===== config.mk =====
export PLATFORM = sky130hd
export DESIGN_NAME = prim_esc_ping_ctrl
export DESIGN_NICKNAME = d
export VERILOG_FILES = /design/src/rtl/prim_esc_ping_ctrl.sv
export SDC_FILE = /design/constraint.sdc
export NUM_CORES = 1
export LEC_CHECK = 0
export CORE_ASPECT_RATIO = 1.75
export CORE_MARGIN = 10
export CORE_UTILIZATION = 52
export DETAILED_ROUTE_END_ITERATION = 7
export PLACE_DENSITY = 0.81
export SYNTH_ARGS = -nofsm -noshare
export SYNTH_HDL_FRONTEND = slang
export SYNTH_SLANG_ARGS = --single-unit

===== constraint.sdc =====
create_clock -name clk_i -period 3.15 [get_ports clk_i]
set_clock_uncertainty 0.05 [all_clocks]
set_input_delay 0.315 -clock clk_i [delete_from_list [all_inputs] [get_ports clk_i]]
set_output_delay 0.315 -clock clk_i [all_outputs]
set_load 0.02 [all_outputs]

===== src/rtl/prim_esc_ping_ctrl.sv =====
// Escalation ping initiator: round-robins ping requests over NumEsc escalation senders,
// waits for each response within a programmable window and pulses ping_fail_o on timeout.
module prim_esc_ping_ctrl #(
    parameter int unsigned NumEsc = 4,
    parameter int unsigned CntW   = 16,
    localparam int unsigned IdxW  = (NumEsc > 1) ? $clog2(NumEsc) : 1
) (
    input  logic              clk_i,
    input  logic              rst_ni,
    input  logic              en_i,
    input  logic [CntW-1:0]   wait_cyc_i,
    input  logic [CntW-1:0]   timeout_cyc_i,
    input  logic [NumEsc-1:0] esc_en_i,
    input  logic [NumEsc-1:0] ping_ok_i,
    output logic [NumEsc-1:0] ping_en_o,
    output logic              ping_fail_o,
    output logic [IdxW-1:0]   fail_idx_o,
    output logic              busy_o
);

    typedef enum logic [1:0] {
        StIdle,
        StWait,
        StPing
    } state_e;

    state_e            state_q;
    logic [IdxW-1:0]   idx_q;
    logic [CntW-1:0]   cnt_q;
    logic              ping_fail_q;
    logic [IdxW-1:0]   fail_idx_q;

    function automatic logic [IdxW-1:0] next_idx(input logic [IdxW-1:0] idx);
        return (idx == IdxW'(NumEsc - 1)) ? '0 : idx + IdxW'(1);
    endfunction

    always_ff @(posedge clk_i) begin
        if (!rst_ni) begin
            state_q     <= StIdle;
            idx_q       <= '0;
            cnt_q       <= '0;
            ping_fail_q <= 1'b0;
            fail_idx_q  <= '0;
        end else begin
            ping_fail_q <= 1'b0;
            case (state_q)
                StIdle: begin
                    if (en_i) begin
                        cnt_q   <= wait_cyc_i;
                        state_q <= StWait;
                    end
                end
                StWait: begin
                    if (!en_i) begin
                        state_q <= StIdle;
                    end else if (cnt_q != '0) begin
                        cnt_q <= cnt_q - CntW'(1);
                    end else if (esc_en_i[idx_q]) begin
                        // An escalating lane must never be pinged; move on without a ping.
                        idx_q <= next_idx(idx_q);
                        cnt_q <= wait_cyc_i;
                    end else begin
                        cnt_q   <= timeout_cyc_i;
                        state_q <= StPing;
                    end
                end
                StPing: begin
                    if (!en_i) begin
                        state_q <= StIdle;
                    end else if (esc_en_i[idx_q] || ping_ok_i[idx_q]) begin
                        idx_q   <= next_idx(idx_q);
                        cnt_q   <= wait_cyc_i;
                        state_q <= StWait;
                    end else if (cnt_q == '0) begin
                        ping_fail_q <= 1'b1;
                        fail_idx_q  <= idx_q;
                        idx_q       <= next_idx(idx_q);
                        cnt_q       <= wait_cyc_i;
                        state_q     <= StWait;
                    end else begin
                        cnt_q <= cnt_q - CntW'(1);
                    end
                end
                default: begin
                    state_q <= StIdle;
                end
            endcase
        end
    end

    always_comb begin
        ping_en_o = '0;
        if (state_q == StPing) begin
            ping_en_o = NumEsc'(1) << idx_q;
        end
    end

    assign busy_o      = (state_q == StPing);
    assign ping_fail_o = ping_fail_q;
    assign fail_idx_o  = fail_idx_q;

`ifndef SYNTHESIS
    ping_en_onehot0_a : assert property (@(posedge clk_i) disable iff (!rst_ni)
        $onehot0(ping_en_o));
    idx_in_range_a : assert property (@(posedge clk_i) disable iff (!rst_ni)
        (32'(idx_q) < NumEsc));
    fail_not_busy_a : assert property (@(posedge clk_i) disable iff (!rst_ni)
        ping_fail_o |-> !busy_o);
`endif

endmodule


-- Word level (Yosys, flattened, before mapping)
Index checks and enable logic that the tools add are counted.
- bits in registers: 23
- input bits: 43
- output and inout bits: 8
- logic and storage cells: 66
- $add $sub $neg: 2
- $lt $le $gt $ge: 1
- equal/unequal tests: 12
- shift-type cells: 1
- multiplexer cells: 30
- bitwise gates (word level): 4
- reductions and logical operators: 11
- operators by type and width (cell ; number):
    $mux W16 ; 7
    $pmux W16 S3 ; 1
    $mux W2 ; 14
    $logic_not A16 Y1 ; 1
    $reduce_bool A16 Y1 ; 1
    $sub A16 B1 Y16 const B ; 1
    $reduce_and A4 Y1 ; 3
    $ne A2 B2 Y1 const B ; 5
    $ne A3 B3 Y1 const B ; 2
    $pmux W2 S3 ; 1
    $reduce_and A6 Y1 ; 1
    $bmux W1 S2 ; 2
    $eq A2 B2 Y1 const B ; 2
    $mux W4 ; 1
    $ne A4 B2 Y1 const B ; 1
    $not A1 Y1 ; 4
    $pmux W2 S2 ; 1
    $reduce_or A4 Y1 ; 1
    $shl A1 B2 Y4 const A ; 1
    $lt A2 B3 Y1 const B ; 1
    $mux W1 ; 3
    $ne A3 B1 Y1 const B ; 1
    $reduce_bool A3 Y1 ; 1
    $add A2 B1 Y2 const B ; 1
    4 further kinds ; 4

-- Longest topological paths before layout
- depth in word-level cells: 6
- gate-level depth with buffers: 10
- gate-level depth less buffers: 8

-- Least setup slack after synthesis
OpenSTA, ideal clock, no wires.
- path type: register to register
- start: reg idx_q[0]
- end: reg cnt_q[4]
- setup time: 0.123 ns
- data arrival time: 2.109 ns
- data required time: 2.977 ns
- slack: 0.868 ns
- stages on the path, launching flop included: 8
- path buffers: 1
- period minus slack after synthesis: 2.282 ns
- cell sequence: dfxtp_1 mux4_2 buf_6 nor2_4 a21boi_4 mux2_2 a221oi_1 o2bb2ai_1
- word-level cells in the longest chain between the ends: 6
- RTL lines (item ; RTL line ; RTL):
    from (decl) ; 28 ; logic [IdxW-1:0] idx_q;
    from (signal assigned) ; 60 ; idx_q <= next_idx(idx_q);
    from (signal assigned) ; 71 ; idx_q <= next_idx(idx_q);
    from (signal assigned) ; 77 ; idx_q <= next_idx(idx_q);
    $bmux W1 S2, on equally long branches ; 58, 70 ;
    $mux W1, on equally long branches ; 58, 70 ;
    $mux W16 / $logic_or A1 B1 Y1 (equally long branches) ; 58, 70 ;
    $mux W16, on equally long branches ; 56, 70 ;
    $mux W16, on equally long branches ; 54, 68 ;
    $pmux W16 S3 (*) ; 46 ; case (state_q)
    to (signal assigned) ; 49 ; cnt_q <= wait_cyc_i;
    to (signal assigned) ; 57 ; cnt_q <= cnt_q - CntW'(1);
    to (signal assigned) ; 61 ; cnt_q <= wait_cyc_i;
    to (decl) ; 29 ; logic [CntW-1:0] cnt_q;
Every way passes the cells marked *; elsewhere a longest branch is shown, timed or not. The select of a mux whose other input is x is not followed.
A chain may end at the register's enable or synchronous reset.

-- Final worst setup path
- start: reg idx_q[0]
- end: reg cnt_q[13]
Same word-level chain as after synthesis.

==> results.toml <==
[clock_network]
hold_buffers = 0
clkSinkCount = 23
post_cts_buffers = 0
cts_tree = "built"
cts_resized = 0
numCtsBuffers = 3
root_buffer = "clkbuf_8"
clkLatencyLatePin_ns = 0.27
cts_buffer_depth = 2
clkTransAtPathRegs_ns = 0.09
h-tree-depth = 1

[yosys]
synth-edff-count = 0
syn_avg_cell_area_sq_um = 7.75
yosysSeqAreaShare_pct = 19.9
syn-cell-area_sq_um = 2320
yosys_warnings = 0
synth_ff_type = "dfxtp_1"
synth_cells = 299
ys_seq_elements = 23
synthArstFlopShare_pct = 0
syn-num-nets = 352
yosysUniqueCellTypes = 56

[route]
wl_per_cell_microns = 18.8
routed_via_density = 6.53
first_iter_violations = 239
drtAntennaViolNets = 0
vias = 2594
drc_errors = 0
wl_microns = 7480
dr.pass1.iters = 5

[pwr]
comb_power_share_pct = 63.1
p_int_mw = 0.893
sw_frac_of_total_pct = 48.3
clkPwrFrac_pct = 11.4
seqPwrFrac_pct = 25.5
leakage_nw = 1.14
p_sw_mw = 0.834
power_density_nw_per_um2 = 592
ir_drop_uv = 424

[setup_path]
crit_cells = 7
path_buf_inv = 1
cp.arrival_ns = 2.65
cpPeakStageDelay_ns = 0.67
crit_slowest_cell = "mux4_1"
r2r_start = "idx_q[0]"
worstSetupStartpointType = "flip-flop"
worstPathCellList = "mux4_1 -> nor2_4 -> a21boi_4 -> buf_4 -> a21oi_1 -> a211o_1 -> o211ai_1"
criticalPathCategory = "reg -> reg"
path_delay_family = "compound AO/OA/AOI/OAI gates"
required_ns = 3.29
worstSetupStartpoint = "idx_q[0]"
timing.rr.end = "cnt_q[13]"
reg2reg_depth = 7
critPathCapture = "cnt_q[13]"
rrSetupSlack_ns = 0.65
cp-end-kind = "flip-flop"
cp_max_fo = 18

[floorplan]
die_area_sq_um = 7630
die_y_microns = 108
die_w_microns = 70.5
io_pins = 51
core.rowCount = 32
start_util_pct = 53.1
coreArea_sq_um = 4360

[outcome]
status = "complete, no violations"

[timing]
fin_crit_sh_pct = 79.5
rsz0062_at_grt = "false"
slew_headroom_pct = 49.4
tightest_slew_ns = 0.753
period_needed_ns = 2.50
setup_violations = 0
finalHoldWorstSlack_ns = 0.461
fin_setup_tns_ns = 0
max_freq_ghz = 0.399
slew_viol_final = 0
hold_violations = 0

[place]
dp_hpwl_microns = 5640
dp_cells = 393
place.gp.congestion = 1.01
port_buffers = 50

[finish]
nFillCells = 405
antenna_cells = 0
layout_common_cells = "clkdlybuf4s50_1 (50), nand2_1 (42), dfxtp_1 (23)"
fin_util_pct = 66.8
final_layout_size_suffix_gt1_share_pct = 8.67
flow.area_growth_from_synthesis_pct = 25.8
final_common_cell = "clkdlybuf4s50_1"
layout.nets = 400
stdcell_count = 397

[grt]
grt_max_degree = 23
grt_pass1_vias = 2654
grt_use_total_pct = 19.0
grt_overflow = 0
grt_pass1_wl_microns = 12300
antenna_found_initial = 0

[min_path]
hp-class = "reg -> reg"

[run]
cap_violations = 0
## synth_stat cells, types with 2 or more instances
cell type	count	share of area [%]
and2_1	9	2.4
o2bb2ai_1	2	0.76
a32oi_1	3	1.1
nand2b_1	2	0.54
ha_1	10	5.4
a31oi_1	7	1.9
o311ai_0	4	1.5
inv_1	12	1.9
dfxtp_1	23	20
a22oi_1	2	0.65
a221oi_2	2	1.3
xor2_1	10	3.8
o311a_1	2	0.86
o221ai_1	3	1.1
mux2i_1	21	9.1
o21ai_1	2	0.43
o211ai_1	8	2.6
nor4_1	4	1.1
nor3b_1	2	0.65
o21ai_0	18	3.9
o22ai_1	4	1.1
or3_1	6	1.6
and3_1	6	1.6
buf_6	2	0.97
buf_2	6	1.3
clkbuf_1	11	1.8
a22o_1	2	0.76
nand3_1	6	1.3
nor3_1	4	0.86
mux2_2	3	1.5
o31ai_1	2	0.65
nor2_1	16	2.6
nand4_1	3	0.81
nand2_1	42	6.8
xnor2_1	4	1.5
a21oi_1	16	3.5
## kinds of logic after synthesis
group                      Yosys count  synth area share [%]
adders and majority gates           10                  5.40
and+or+nand+nor                    107                  23.6
AOI/OAI and AO/OA                   87                  26.6
DFF                                 23                  19.9
xor gates and xnor gates            14                  5.29
buffers and inverters               32                  6.64
muxes                               26                  12.6
## layer usage
| layer | vias up | track usage [%] | wire length, microns |
|---|---|---|---|
| li1 | 1195 | - | - |
| met1 | 1228 | 19.1 | 2630 |
| met2 | 133 | 33.4 | 3790 |
| met3 | 38 | 4.77 | 643 |
| met4 | 0 | 13.5 | 416 |
| met5 | - | 0 | 0 |
## per-stage QoR
step,instance area (sq um),setup WS [ns],total power [mW]
2_1_floorplan,2320,0.868,1.22
3_3_place_gp,2870,0.626,1.48
3_5_place_dp,2870,0.583,1.51
4_1_cts,2910,0.671,1.71
5_1_grt,2910,0.521,1.85
6_report,2910,0.645,1.73
## final cells by class
| type | count | area [sq um] | share of cell area, % |
|---|---|---|---|
| multi-input cells | 244 | 1700 | 58.4 |
| repair buffers | 63 | 598 | 20.5 |
| flip-flops and latches | 23 | 460 | 15.8 |
| well taps | 51 | 63.8 | 2.19 |
| clock buffers | 4 | 45.0 | 1.55 |
| inverters | 12 | 45.0 | 1.55 |
## sequential cells by signal, indices dropped and copies added, names as in the netlist
register	count
ping_fail_o	1
idx_q	2
fail_idx_o	2
cnt_q	16
state_q	2
## worst register-to-register path, stage by stage (launching register included)
cell and delay, ns:
dfxtp_1 0.53, mux4_1 0.67, nor2_4 0.17, a21boi_4 0.26
buf_4 0.27, a21oi_1 0.10, a211o_1 0.27, o211ai_1 0.10
## power by group through the flow
stage          registers (mW)  logic (mW)  clock network, mW
4_1_cts                 0.438        1.07              0.196
2_1_floorplan           0.410       0.812                  0
3_3_place_gp            0.441        1.04                  0
5_1_grt                 0.449        1.19              0.211
3_5_place_dp            0.444        1.06                  0
6_report                0.440        1.09              0.197
## how the worst min path moves through the flow
| stage | from | end | slack, ns | cells past startpoint |
|---|---|---|---|---|
| 2_1_floorplan | wait_cyc_i[11] | cnt_q[11] | 0.42 | 2 |
| 3_3_place_gp | fail_idx_o[1] | fail_idx_o[1] | 0.44 | 2 |
| 3_5_place_dp | fail_idx_o[0] | fail_idx_o[0] | 0.44 | 2 |
| 4_1_cts | fail_idx_o[0] | fail_idx_o[0] | 0.46 | 2 |
| 5_1_grt | fail_idx_o[0] | fail_idx_o[0] | 0.49 | 2 |
| 6_report | fail_idx_o[0] | fail_idx_o[0] | 0.46 | 2 |
No activity file was read; power rests on OpenSTA's default activity.
